## config.mk

```make
export PLATFORM = sky130hd
export DESIGN_NAME = shift_rows_unit_flat
export DESIGN_NICKNAME = d
export VERILOG_FILES = /design/src/rtl/aes_pkg.sv /design/src/rtl/shift_rows_unit_if.sv /design/src/rtl/shift_rows_fifo.sv /design/src/rtl/shift_rows_unit.sv /design/src/flat_wrapper.sv
export SDC_FILE = /design/constraint.sdc
export NUM_CORES = 1
export LEC_CHECK = 0
export BUFFER_PORTS_ARGS = -buffer_cell sky130_fd_sc_hd__buf_2
export CAP_MARGIN = 15
export CORE_MARGIN = 3
export CORE_UTILIZATION = 25
export DETAILED_ROUTE_END_ITERATION = 10
export HOLD_SLACK_MARGIN = 0.05
export PLACE_DENSITY = 0.44
export SLEW_MARGIN = 20
export SYNTH_ARGS = -nofsm -noshare
export SYNTH_HDL_FRONTEND = slang
export SYNTH_SLANG_ARGS = --single-unit
```

## constraint.sdc

```tcl
create_clock -name clk -period 21 [get_ports clk]
set_input_delay 1.05 -clock clk [delete_from_list [all_inputs] [get_ports clk]]
set_output_delay 1.05 -clock clk [all_outputs]
set_load 0.01 [all_outputs]
```

## src/rtl/aes_pkg.sv

```systemverilog
// Shared Rijndael state helpers: row shift amounts and a generic ShiftRows/InvShiftRows permutation.
package aes_pkg;

    localparam int unsigned NB_AES = 4;
    localparam int unsigned ROWS   = 4;
    localparam int unsigned MAX_NB = 8;
    localparam int unsigned MAX_W  = 32 * MAX_NB;

    typedef logic [7:0] byte_t;

    // Row shift s_r; the 8-column variant uses the wider offsets for rows 2 and 3.
    function automatic int unsigned shift_amt(input int unsigned nb, input int unsigned r);
        if (nb == 8 && r >= 2) return r + 1;
        return r;
    endfunction

    // State left-aligned in MAX_W bits, byte index 4*c + r counted from the MSB.
    function automatic logic [MAX_W-1:0] permute_state(input logic [MAX_W-1:0] state,
                                                        input int unsigned nb,
                                                        input logic inv);
        logic [MAX_W-1:0] res;
        int unsigned      src_c;
        res = '0;
        for (int unsigned c = 0; c < MAX_NB; c++) begin
            for (int unsigned r = 0; r < ROWS; r++) begin
                if (c < nb) begin
                    src_c = inv ? (c + nb - shift_amt(nb, r)) % nb : (c + shift_amt(nb, r)) % nb;
                    res[MAX_W-1-8*(ROWS*c+r) -: 8] = state[MAX_W-1-8*(ROWS*src_c+r) -: 8];
                end
            end
        end
        return res;
    endfunction

endpackage

```

## src/rtl/shift_rows_unit_if.sv

```systemverilog
// Valid/ready bus of the buffered ShiftRows unit; slave is the unit's view.
interface shift_rows_unit_if #(
    parameter int unsigned NB    = 4,
    parameter int unsigned DEPTH = 2
);
    localparam int unsigned W  = 32 * NB;
    localparam int unsigned CW = $clog2(DEPTH + 1);

    logic          flush;
    logic          in_valid;
    logic          in_ready;
    logic [W-1:0]  in_data;
    logic          in_inv;
    logic          out_valid;
    logic          out_ready;
    logic [W-1:0]  out_data;
    logic          out_inv;
    logic [CW-1:0] count;

    modport master (
        output flush, in_valid, in_data, in_inv, out_ready,
        input  in_ready, out_valid, out_data, out_inv, count
    );

    modport slave (
        input  flush, in_valid, in_data, in_inv, out_ready,
        output in_ready, out_valid, out_data, out_inv, count
    );
endinterface

```

## src/rtl/shift_rows_fifo.sv

```systemverilog
// Synchronous DEPTH-entry FIFO with occupancy count, flush and a registered head word.
module shift_rows_fifo #(
    parameter int unsigned DW    = 129,
    parameter int unsigned DEPTH = 2
) (
    input  logic                         clk,
    input  logic                         rst,
    input  logic                         i_flush,
    input  logic                         i_push,
    input  logic [DW-1:0]                i_wdata,
    input  logic                         i_pop,
    output logic [DW-1:0]                o_rdata,
    output logic [$clog2(DEPTH+1)-1:0]   o_count
);
    localparam int unsigned PW = (DEPTH > 1) ? $clog2(DEPTH) : 1;
    localparam int unsigned CW = $clog2(DEPTH + 1);
    localparam logic [PW-1:0] LAST = PW'(DEPTH - 1);

    logic [DW-1:0] r_mem [DEPTH];
    logic [PW-1:0] r_wr_ptr, r_rd_ptr;
    logic [CW-1:0] r_count;
    logic [DW-1:0] r_rdata;

    logic [PW-1:0] w_wr_ptr_n, w_rd_ptr_n;
    logic [CW-1:0] w_count_n;
    logic [DW-1:0] w_rdata_n;
    logic          w_we, w_do_push, w_do_pop;

    function automatic logic [PW-1:0] ptr_inc(input logic [PW-1:0] p);
        return (p == LAST) ? '0 : p + PW'(1);
    endfunction

    // Next state; the head register preloads whichever entry will be at the head next cycle.
    always_comb begin
        w_wr_ptr_n = r_wr_ptr;
        w_rd_ptr_n = r_rd_ptr;
        w_count_n  = r_count;
        w_rdata_n  = r_rdata;
        w_we       = 1'b0;
        w_do_push  = i_push && (r_count != CW'(DEPTH));
        w_do_pop   = i_pop && (r_count != '0);
        if (i_flush) begin
            w_wr_ptr_n = '0;
            w_rd_ptr_n = '0;
            w_count_n  = '0;
            w_rdata_n  = '0;
        end else begin
            if (w_do_push) begin
                w_we       = 1'b1;
                w_wr_ptr_n = ptr_inc(r_wr_ptr);
            end
            if (w_do_pop) w_rd_ptr_n = ptr_inc(r_rd_ptr);
            if (w_do_push && !w_do_pop)      w_count_n = r_count + CW'(1);
            else if (!w_do_push && w_do_pop) w_count_n = r_count - CW'(1);
            if (w_count_n != '0)
                w_rdata_n = (w_do_push && (r_wr_ptr == w_rd_ptr_n)) ? i_wdata : r_mem[w_rd_ptr_n];
        end
    end

    always_ff @(posedge clk) begin
        if (rst) begin
            r_wr_ptr <= '0;
            r_rd_ptr <= '0;
            r_count  <= '0;
            r_rdata  <= '0;
        end else begin
            r_wr_ptr <= w_wr_ptr_n;
            r_rd_ptr <= w_rd_ptr_n;
            r_count  <= w_count_n;
            r_rdata  <= w_rdata_n;
        end
    end

    // Storage is never cleared; only occupancy tracking is reset.
    always_ff @(posedge clk) begin
        if (w_we && !rst) r_mem[r_wr_ptr] <= i_wdata;
    end

    assign o_rdata = r_rdata;
    assign o_count = r_count;
endmodule

```

## src/rtl/shift_rows_unit.sv

```systemverilog
// Buffered ShiftRows/InvShiftRows stage: combinational permutation feeding an output FIFO.
module shift_rows_unit
    import aes_pkg::*;
#(
    parameter int unsigned NB    = 4,
    parameter int unsigned DEPTH = 2
) (
    input  logic            clk,
    input  logic            rst,
    shift_rows_unit_if.slave bus
);
    localparam int unsigned W  = 32 * NB;
    localparam int unsigned CW = $clog2(DEPTH + 1);

    if (!(NB == 4 || NB == 6 || NB == 8)) begin : g_bad_nb
        $fatal(1, "shift_rows_unit: NB must be 4, 6 or 8");
    end
    if (DEPTH < 1 || DEPTH > 8) begin : g_bad_depth
        $fatal(1, "shift_rows_unit: DEPTH must be 1..8");
    end

    logic [W-1:0]  w_fwd, w_inv, w_perm;
    logic [W:0]    w_rdata;
    logic [CW-1:0] w_count;
    logic          w_in_ready, w_out_valid, w_push, w_pop;

    // Byte 4*c+r counted from the MSB; each output byte is a fixed wire from one input byte.
    for (genvar r = 0; r < ROWS; r++) begin : g_row
        for (genvar c = 0; c < NB; c++) begin : g_col
            localparam int unsigned DST  = W - 1 - 8 * (ROWS * c + r);
            localparam int unsigned FSRC = W - 1 - 8 * (ROWS * ((c + shift_amt(NB, r)) % NB) + r);
            localparam int unsigned ISRC = W - 1 - 8 * (ROWS * ((c + NB - shift_amt(NB, r)) % NB) + r);
            assign w_fwd[DST -: 8] = bus.in_data[FSRC -: 8];
            assign w_inv[DST -: 8] = bus.in_data[ISRC -: 8];
        end
    end

    assign w_perm      = bus.in_inv ? w_inv : w_fwd;
    assign w_in_ready  = (w_count < CW'(DEPTH)) && !bus.flush && !rst;
    assign w_out_valid = (w_count != '0);
    assign w_push      = bus.in_valid && w_in_ready;
    assign w_pop       = w_out_valid && bus.out_ready;

    shift_rows_fifo #(
        .DW    (W + 1),
        .DEPTH (DEPTH)
    ) u_fifo (
        .clk     (clk),
        .rst     (rst),
        .i_flush (bus.flush),
        .i_push  (w_push),
        .i_wdata ({bus.in_inv, w_perm}),
        .i_pop   (w_pop),
        .o_rdata (w_rdata),
        .o_count (w_count)
    );

    assign bus.in_ready  = w_in_ready;
    assign bus.out_valid = w_out_valid;
    assign bus.out_data  = w_rdata[W-1:0];
    assign bus.out_inv   = w_rdata[W];
    assign bus.count     = w_count;
endmodule

```

## src/flat_wrapper.sv

```systemverilog
// flat-port wrapper written by rule: the top's interface ports become plain ports
module shift_rows_unit_flat import aes_pkg::*;
#(
    parameter int unsigned NB    = 4,
    parameter int unsigned DEPTH = 2
)
  (clk, rst, bus_flush, bus_in_valid, bus_in_data, bus_in_inv, bus_out_ready, bus_in_ready, bus_out_valid, bus_out_data, bus_out_inv, bus_count);
  shift_rows_unit_if #(.NB(NB), .DEPTH(DEPTH)) bus_i ();
  input  logic clk;
  input  logic rst;
  input wire logic [$bits(bus_i.flush)-1:0] bus_flush;
  input wire logic [$bits(bus_i.in_valid)-1:0] bus_in_valid;
  input wire logic [$bits(bus_i.in_data)-1:0] bus_in_data;
  input wire logic [$bits(bus_i.in_inv)-1:0] bus_in_inv;
  input wire logic [$bits(bus_i.out_ready)-1:0] bus_out_ready;
  output wire logic [$bits(bus_i.in_ready)-1:0] bus_in_ready;
  output wire logic [$bits(bus_i.out_valid)-1:0] bus_out_valid;
  output wire logic [$bits(bus_i.out_data)-1:0] bus_out_data;
  output wire logic [$bits(bus_i.out_inv)-1:0] bus_out_inv;
  output wire logic [$bits(bus_i.count)-1:0] bus_count;
  assign bus_i.flush = bus_flush;
  assign bus_i.in_valid = bus_in_valid;
  assign bus_i.in_data = bus_in_data;
  assign bus_i.in_inv = bus_in_inv;
  assign bus_i.out_ready = bus_out_ready;
  assign bus_in_ready = bus_i.in_ready;
  assign bus_out_valid = bus_i.out_valid;
  assign bus_out_data = bus_i.out_data;
  assign bus_out_inv = bus_i.out_inv;
  assign bus_count = bus_i.count;
  shift_rows_unit #(.NB(NB), .DEPTH(DEPTH)) u_core (.clk(clk), .rst(rst), .bus(bus_i));
endmodule
```

==> results of run 1 <==
-- metal layers --
| metal | wire [um] | share of wire | vias up | GRT usage |
|---|---|---|---|---|
| met5 | 23 | 0.00036 | - | 0 |
| met4 | 1510 | 0.023 | 4 | 0.0439 |
| met3 | 4890 | 0.076 | 92 | 0.0406 |
| met2 | 30700 | 0.48 | 525 | 0.267 |
| met1 | 27500 | 0.42 | 7783 | 0.202 |
| li1 | - | - | 7619 | - |
-- kinds of logic after synthesis --
logic type               Yosys count
XOR/XNOR                           6
buffers and inverters            188
flip-flops                       391
multiplexers                      64
adder cells (fa/ha/maj)            2
AO/OA/AOI/OAI                    584
AND/OR/NAND/NOR                  793
-- per-stage QoR --
step           instances   util  setup WS (ns)  total power, mW  hold WS, ns
6_report            3182  0.303          16.45             1.93        0.454
5_1_grt             3181  0.303          15.99             2.01        0.469
4_1_cts             3178  0.303          16.30             1.96        0.458
3_5_place_dp        3089  0.281          15.88             1.09        0.449
3_3_place_gp        3089  0.281          15.97             1.09        0.446
2_1_floorplan       2028      -          13.25             1.01        0.481
-- flip-flops by register name, indices dropped and copies added, names as in the netlist --
| register | flops |
|---|---|
| u_core.u_fifo.r_wr_ptr | 1 |
| u_core.u_fifo.o_count | 2 |
| u_core.u_fifo.o_rdata | 129 |
| u_core.u_fifo.r_mem | 258 |
| u_core.u_fifo.r_rd_ptr | 1 |
-- cell usage in the layout, fill, tap and decap left out, types with 4 or more instances in the layout --
| cell | count |
|---|---|
| nor2_1 | 264 |
| clkbuf_1 | 14 |
| o221ai_1 | 65 |
| clkbuf_16 | 50 |
| buf_2 | 266 |
| o21ai_0 | 130 |
| dfxtp_1 | 132 |
| mux2_2 | 64 |
| a21oi_1 | 251 |
| nand2_1 | 320 |
| xnor2_1 | 4 |
| buf_4 | 18 |
| clkbuf_8 | 9 |
| edfxtp_1 | 258 |
| a211oi_1 | 64 |
| nand3_1 | 193 |
| a21oi_2 | 6 |
| o21ai_1 | 65 |
| clkinv_2 | 8 |
| bufinv_16 | 4 |
-- report_power, final --
part           total, mW  internal, mW  switching (mW)  leakage, nW
logic              0.215        0.0684           0.147         4.23
clock network      0.856         0.517           0.338        0.798
registers          0.855         0.844          0.0109         3.42
-- worst register-to-register path: cells and delay by family (launching register included) --
kind	cells	cell delay (ns)
buf+inv	3	1.56
fa+ha+maj	1	0.27
compound gates	2	0.45
simple gates	4	1.76
flops	1	0.44
-- area by class of cell --
type,instances,share of cell area
multi-input combinational,1449,0.336
timing repair buffer,288,0.0697
antenna,3,0.000337
clock inverter,16,0.00881
inverter,3,0.000505
sequential,391,0.467
tap,959,0.0538
clock buffer,73,0.0640
-- path summary, 6_finish.rpt --
check             depth (start not counted)                                   start                                endpoint
setup reg to reg                         10     u_core.u_fifo.o_count[0]$_SDFF_PP0_   u_core.u_fifo.o_rdata[9]$_SDFFE_PP0P_
hold reg to reg                           2  u_core.u_fifo.o_rdata[50]$_SDFFE_PP0P_  u_core.u_fifo.o_rdata[50]$_SDFFE_PP0P_
setup / recovery                         10     u_core.u_fifo.o_count[0]$_SDFF_PP0_   u_core.u_fifo.o_rdata[9]$_SDFFE_PP0P_
hold / removal                            2  u_core.u_fifo.o_rdata[50]$_SDFFE_PP0P_  u_core.u_fifo.o_rdata[50]$_SDFFE_PP0P_
==> results_dict.tcl, run 1 <==
set metrics [dict create \
    critPathMaxStageDelay_ns 0.82 \
    ir_worst_vdd_uv 64.3 \
    antenna_found_initial 8 \
    numCtsBuffers 48 \
    cp.required_ns 21.50 \
    syn-num-nets 2164 \
    fmax_ghz 0.220 \
    post-route-min-period_ns 4.55 \
    post-cts-setup-buffers 0 \
    p_per_area_nw_per_um2 86.4 \
    netlist_instances 2028 \
    die_w_um 280 \
    synthFlopType "edfxtp_1" \
    synth_simple_gate_area_frac 0.174 \
    drc 0 \
    multi_input_area_um2 7490 \
    synth_top_family_by_area "compound AO/OA/AOI/OAI gates" \
    crit_fanout 69 \
    max_cap_viol_count 0 \
    crit_arrival_ns 5.05 \
    final_cell_area_um2 22300 \
    reg2reg_slack_ns 16.45 \
    coreArea_um2 73600 \
    grt_max_degree 217 \
    tightest_slew_ns 1.21 \
    avgRoutedWirePerCell_um 20.3 \
    hpwl_um 36300 \
    clock_path_buffers 3 \
    synth_edf_count 258 \
    grt.total_usage 0.159 \
    critPathBufInv 3 \
    synth_xor_area_frac 0.00321 \
    crit_type "flop to flop" \
    skew_ns 0.0294 \
    synth-seq-cells 391 \
    syn_to_final_growth_pct 19.1 \
    grt_pass1_wl_um 96300 \
    cp_top_family "simple AND/OR/NAND/NOR gates" \
    maxSlewViolCount 0 \
    synth.top_cell.area_share 0.414 \
    status "finished, final reports clean" \
    clock-root-buffer "clkbuf_16" \
    cts_tree "yes" \
    synthTopCellsByCount "322 x nand2_1, 266 x nor2_1, 258 x edfxtp_1" \
    grt_pass1_vias 15158 \
    async_flop_share 0 \
    path_cells "inv_1 > ha_1 > nor4b_4 > and2_4 > nor2_1 > nor2_4 > buf_4 > buf_4 > o21ai_0 > a21oi_1" \
    syn_area_um2 18700 \
    ios 267 \
    synthTopCellsByArea "edfxtp_1 41%, dfxtp_1 14%, a21oi_1 6.7%" \
    synth_cell_types 35 \
    critPathMostFrequentCell "buf_4" \
    start_util 0.255 \
    antenna_left 0 \
    overflow 0 \
    placed_area_um2 20600 \
    clock_latency_ns 0.59 \
    synthAdderAreaFrac 0.00134 \
    yosysSeqAreaShare 0.556 \
    drive_above_1_share 0.200 \
    synth.largest_area_cell "edfxtp_1" \
    first_pass_iters 7 \
    hold_buffers 0 \
    worst_path_max_delay_cell "buf_4" \
    holdCritPathClass "flop to flop" \
    die_area_um2 78200 \
    num_vias 16023 \
    maxSlewHeadroom 0.196 \
    avgSynthCellArea_um2 9.24 \
    cts_sinks 391 \
    routed_wl_um 64600 \
    post-synth-top-count-cell "nand2_1" \
    cts.clk_slew.worst_paths_ns 0.06 \
    setup_viol 0 \
    p_leak_nw 8.45 \
    drt_iter0_drc 1044 \
    nets 2317 \
    start_kind "flop" \
    drt-vias-per-instance 5.04 \
    hold_violations 0 \
    rows 99 \
    htreeDepth 2 \
    die_y_um 280 \
    io_buffer_count 266 \
    nFillCells 7701 \
    fin_tns_setup_ns 0 \
    rsz0062_at_grt "no" \
    critPathCaptureType "flop" \
    cts_resized 0 \
    ys_warn_count 0 \
    seqCellArea_um2 10400 \
    place.gp.congestion 0.753 \
    synth_compound_area_frac 0.179 \
    fin_crit_sh 0.217 \
    synth.area.mux_share 0.0385 \
]
(Power assumes the default switching activity.)
==> run 2: changes to the inputs <==
- clock period: 21 -> 4.3 ns (I/O delays scaled with it)
==> results_dict.tcl, run 2 (synthesis gave the netlist of run 1 again) <==
set metrics [dict create \
    status "finished, final reports clean" \
    reg2reg_slack_ns 1.15 \
    largest_reg_flops 258 \
    tightest_slew_ns 1.03 \
    num_vias 16600 \
    cp_top_family "simple AND/OR/NAND/NOR gates" \
    overflow 0 \
    max_cap_viol_count 0 \
    drc 0 \
    p_per_area_nw_per_um2 395 \
    first_pass_iters 5 \
    maxSlewViolCount 0 \
    layout_commonest_cell "nand2_1" \
    antenna_found_initial 8 \
    grt_max_degree 196 \
    die_w_um 280 \
    crit_fanout 43 \
    seqCellArea_um2 10400 \
    dp_slack_ns 1.12 \
    cts_sinks 391 \
    rr_endpoint "u_core.u_fifo.o_rdata[128]$_SDFFE_PP0P_" \
    critPathMaxStageDelay_ns 0.62 \
    r2r_cells 9 \
    post-cts-setup-buffers 0 \
    syn_to_final_growth_pct 27.6 \
    die_y_um 280 \
    fin_tns_setup_ns 0 \
    routed_wl_um 65300 \
    avgRoutedWirePerCell_um 19.6 \
    crit_arrival_ns 3.64 \
    ir_worst_vdd_uv 262 \
    final_cell_mix "320 x nand2_1, 266 x buf_2, 264 x nor2_1" \
    place.gp.congestion 0.756 \
    p_leak_nw 9.09 \
    start_kind "flop" \
    clock_path_buffers 3 \
    grt_pass1_wl_um 99000 \
    nFillCells 7602 \
    grt_pass1_vias 16092 \
    fmax_ghz 0.318 \
    nets 2471 \
    skew_ns 0.0170 \
    fin_crit_sh 0.732 \
    cts_tree "yes" \
    maxSlewHeadroom 0.312 \
    holdCritPathClass "input pin to flop" \
    multi_input_area_um2 7490 \
    hold_depth 2 \
    start_util 0.255 \
    htreeDepth 2 \
    critPathCaptureType "flop" \
    hpwl_um 35300 \
    die_area_um2 78200 \
    drive_above_1_share 0.185 \
    critPathBufInv 3 \
    hold_start "bus_in_data[34]" \
    numCtsBuffers 48 \
    grt.total_usage 0.162 \
    drt-vias-per-instance 4.97 \
    crit_type "flop to flop" \
    worst_path_max_delay_cell "buf_4" \
    rsz0062_at_grt "no" \
    critPathMostFrequentCell "buf_4" \
    drt_iter0_drc 896 \
    timing.rr.start "u_core.u_fifo.o_count[0]$_SDFF_PP0_" \
    clock-root-buffer "clkbuf_16" \
    setup_viol 0 \
    cp.required_ns 4.80 \
    clock_latency_ns 0.58 \
    antenna_left 0 \
    coreArea_um2 73600 \
    cts.clk_slew.worst_paths_ns 0.06 \
    path_cells "inv_1 > ha_1 > nor4b_4 > nand2_4 > buf_4 > nand2_2 > buf_4 > o221ai_1 > a31oi_1" \
    regMostFlops "u_core.u_fifo.r_mem" \
    min_to "u_core.u_fifo.r_mem[1][2]$_DFFE_PP_" \
    hold_violations 0 \
    ios 267 \
    rows 99 \
    post-route-min-period_ns 3.15 \
    io_buffer_count 266 \
    final.setup.worst_slack_ns 1.15 \
    cp.depth 9 \
]
[run 2: per-stage QoR]
step	utilization	hold slack (ns)	instances	total power [mW]	area, um^2
5_1_grt	0.325	0.0606	3335	9.89	23900
2_1_floorplan	-	0.314	2028	4.93	18700
3_3_place_gp	0.282	0.431	3091	5.31	20800
6_report	0.325	0.0714	3339	9.44	23900
3_5_place_dp	0.282	0.437	3091	5.33	20800
4_1_cts	0.325	0.0501	3331	9.61	23900
[run 2: worst max path at each step]
stage          slack, ns                                 endpoint                                 from
2_1_floorplan       0.51      u_core.u_fifo.r_mem[0][0]$_DFFE_PP_  u_core.u_fifo.o_count[0]$_SDFF_PP0_
3_3_place_gp        1.18  u_core.u_fifo.o_rdata[128]$_SDFFE_PP0P_  u_core.u_fifo.o_count[0]$_SDFF_PP0_
3_5_place_dp        1.12  u_core.u_fifo.o_rdata[128]$_SDFFE_PP0P_  u_core.u_fifo.o_count[0]$_SDFF_PP0_
4_1_cts             1.10  u_core.u_fifo.o_rdata[128]$_SDFFE_PP0P_  u_core.u_fifo.o_count[1]$_SDFF_PP0_
5_1_grt             0.85  u_core.u_fifo.o_rdata[106]$_SDFFE_PP0P_  u_core.u_fifo.o_count[1]$_SDFF_PP0_
6_report            1.15  u_core.u_fifo.o_rdata[128]$_SDFFE_PP0P_  u_core.u_fifo.o_count[0]$_SDFF_PP0_
[run 2: report_power, final]
group	internal [mW]	total (mW)	switching [mW]
clock	2.45	4.07	1.62
combinational	0.445	1.20	0.756
sequential	4.12	4.17	0.0491
total	7.02	9.44	2.43
[run 2: metal layers]
metal,GRT usage,routed length (um),up-vias
met1,0.210,29100,8100
met5,0,13,-
met3,0.0430,4710,95
met4,0.0447,1510,2
met2,0.268,30000,480
li1,-,-,7923
[run 2: final cells by class]
cell class,instances,share of cell area
Clock inverter,23,0.0103
Multi-Input combinational cell,1449,0.313
Clock buffer,64,0.0553
Tap cell,959,0.0502
Sequential cell,391,0.436
Inverter,3,0.000471
Antenna cell,8,0.000838
Timing Repair Buffer,442,0.134
[run 2: timing repair]
action                    in CTS  in global routing
hold endpoints to repair     258                  0
hold buffers                 153                  0
gates resized for setup        0                  0
==> run 3: changes to the inputs <==
- PLACE_DENSITY: 0.44 -> 0.46
- clock period: 4.3 -> 2.7 ns (I/O delays scaled with it)
==> results_dict.tcl, run 3 (synthesis gave the netlist of run 1 again) <==
set metrics [dict create \
    status "finished, final reports clean" \
    max_cap_viol_count 0 \
    p_per_area_nw_per_um2 615 \
    tightest_slew_ns 1.02 \
    regMostFlops "u_core.u_fifo.r_mem" \
    first_pass_iters 5 \
    cp.required_ns 3.18 \
    fin_crit_sh 0.916 \
    grt.total_usage 0.162 \
    largest_reg_flops 258 \
    cts_tree "yes" \
    holdCritPathClass "input pin to flop" \
    ios 267 \
    overflow 0 \
    nets 2505 \
    num_vias 16989 \
    critPathCaptureType "flop" \
    setup_viol 0 \
    io_buffer_count 266 \
    layout_commonest_cell "nand2_1" \
    coreArea_um2 73600 \
    cts.clk_slew.worst_paths_ns 0.06 \
    drive_above_1_share 0.192 \
    reg2reg_slack_ns 0.23 \
    maxSlewHeadroom 0.321 \
    crit_fanout 62 \
    ir_worst_vdd_uv 430 \
    crit_type "flop to flop" \
    crit_arrival_ns 2.95 \
    post-route-min-period_ns 2.47 \
    crit_end "u_core.u_fifo.o_rdata[56]$_SDFFE_PP0P_" \
    nFillCells 7532 \
    rsz0062_at_grt "no" \
    r2r_cells 10 \
    fmax_ghz 0.404 \
    antenna_cells 0 \
    worst_path_max_delay_cell "dfxtp_1" \
    drt_iter0_drc 1147 \
    path_cells "inv_1 > ha_1 > nand2b_1 > xnor2_4 > buf_12 > buf_12 > nor2_1 > o21ai_0 > o221ai_1 > a21oi_1" \
    antenna_found_initial 1 \
    maxSlewViolCount 0 \
    drc 0 \
    syn_to_final_growth_pct 30.0 \
    hold_start "rst" \
    place.gp.congestion 0.763 \
    start_util 0.255 \
    clock-root-buffer "clkbuf_16" \
    final_cell_mix "320 x nand2_1, 266 x buf_2, 264 x nor2_1" \
    rr_endpoint "u_core.u_fifo.o_rdata[56]$_SDFFE_PP0P_" \
    grt_max_degree 127 \
    grt_pass1_wl_um 99300 \
    finalCoreUtilization 0.331 \
    critPathLaunch "u_core.u_fifo.o_count[1]$_SDFF_PP0_" \
    clock_latency_ns 0.59 \
    antenna_left 0 \
    numCtsBuffers 49 \
    skew_ns 0.0377 \
    avgRoutedWirePerCell_um 19.5 \
    routed_wl_um 65600 \
    seqCellArea_um2 10400 \
    rows 99 \
    hold_violations 0 \
    start_kind "flop" \
    htreeDepth 2 \
    die_w_um 280 \
    drt-vias-per-instance 5.04 \
    critPathMaxStageDelay_ns 0.45 \
    cts_sinks 391 \
    timing.rr.start "u_core.u_fifo.o_count[1]$_SDFF_PP0_" \
    die_area_um2 78200 \
    critPathMostFrequentCell "buf_12" \
    p_leak_nw 9.29 \
    multi_input_area_um2 7510 \
    hpwl_um 37700 \
    die_y_um 280 \
    finalPower_mw 15.0 \
    clock_path_buffers 3 \
    grt_pass1_vias 16605 \
]
run 3: critical path: cells and delay by family, from the launching register on:
kind,cells,cell delay [ns]
AND/OR/NAND/NOR,2,0.33
adder cells (fa/ha/maj),1,0.21
XOR/XNOR,1,0.27
buffers and inverters,3,0.60
AO/OA/AOI/OAI,3,0.46
flip-flops,1,0.45
run 3: where the power goes:
part	internal [mW]	total, mW	switching (mW)
Combinational	0.777	1.99	1.21
Clock	3.70	6.35	2.65
Sequential	6.56	6.65	0.0903
Total	11.0	15.0	3.95
run 3: layer usage:
metal	vias up	share of wire	global-route usage
met4	2	0.019	0.0425
met3	91	0.063	0.0308
met5	-	0.00018	0
li1	7984	-	-
met1	8369	0.45	0.217
met2	543	0.47	0.267
run 3: through the flow:
stage	cells	cell area [um^2]	hold WS (ns)	setup slack, ns	setup TNS, ns
floorplan	2028	18800	0.234	-0.892	-187.14
global placement	3110	21100	0.353	0.231	0
detailed placement	3110	21100	0.358	0.0903	0
CTS	3366	24300	0.141	0.0569	0
global route	3368	24400	0.204	0.00527	0
finish	3368	24400	0.181	0.227	0
run 3: what timing repair did:
action / in CTS / in global routing
buffers inserted: 0 / 2
setup endpoints to repair: 0 / 36
gates resized for setup: 0 / 1
hold buffers: 165 / 0
endpoints found under the hold margin: 326 / 0
run 3: how the worst min path moves through the flow:
stage                                                  to  slack (ns)  depth (start not counted)
floorplan           u_core.u_fifo.r_mem[0][104]$_DFFE_PP_        0.23                          0
global placement     u_core.u_fifo.r_mem[0][61]$_DFFE_PP_        0.35                          1
detailed placement   u_core.u_fifo.r_mem[0][61]$_DFFE_PP_        0.36                          1
CTS                   u_core.u_fifo.o_count[0]$_SDFF_PP0_        0.14                          6
global route          u_core.u_fifo.o_count[0]$_SDFF_PP0_        0.20                          6
finish                u_core.u_fifo.o_count[0]$_SDFF_PP0_        0.18                          6
run 3: layout make-up:
cell class	count	area share
flip-flops and latches	391	0.428
multi-input cells	1449	0.309
repair buffers	475	0.151
clock buffers	70	0.0561
well taps	959	0.0493
clock inverters	21	0.00683
inverters	3	0.000565
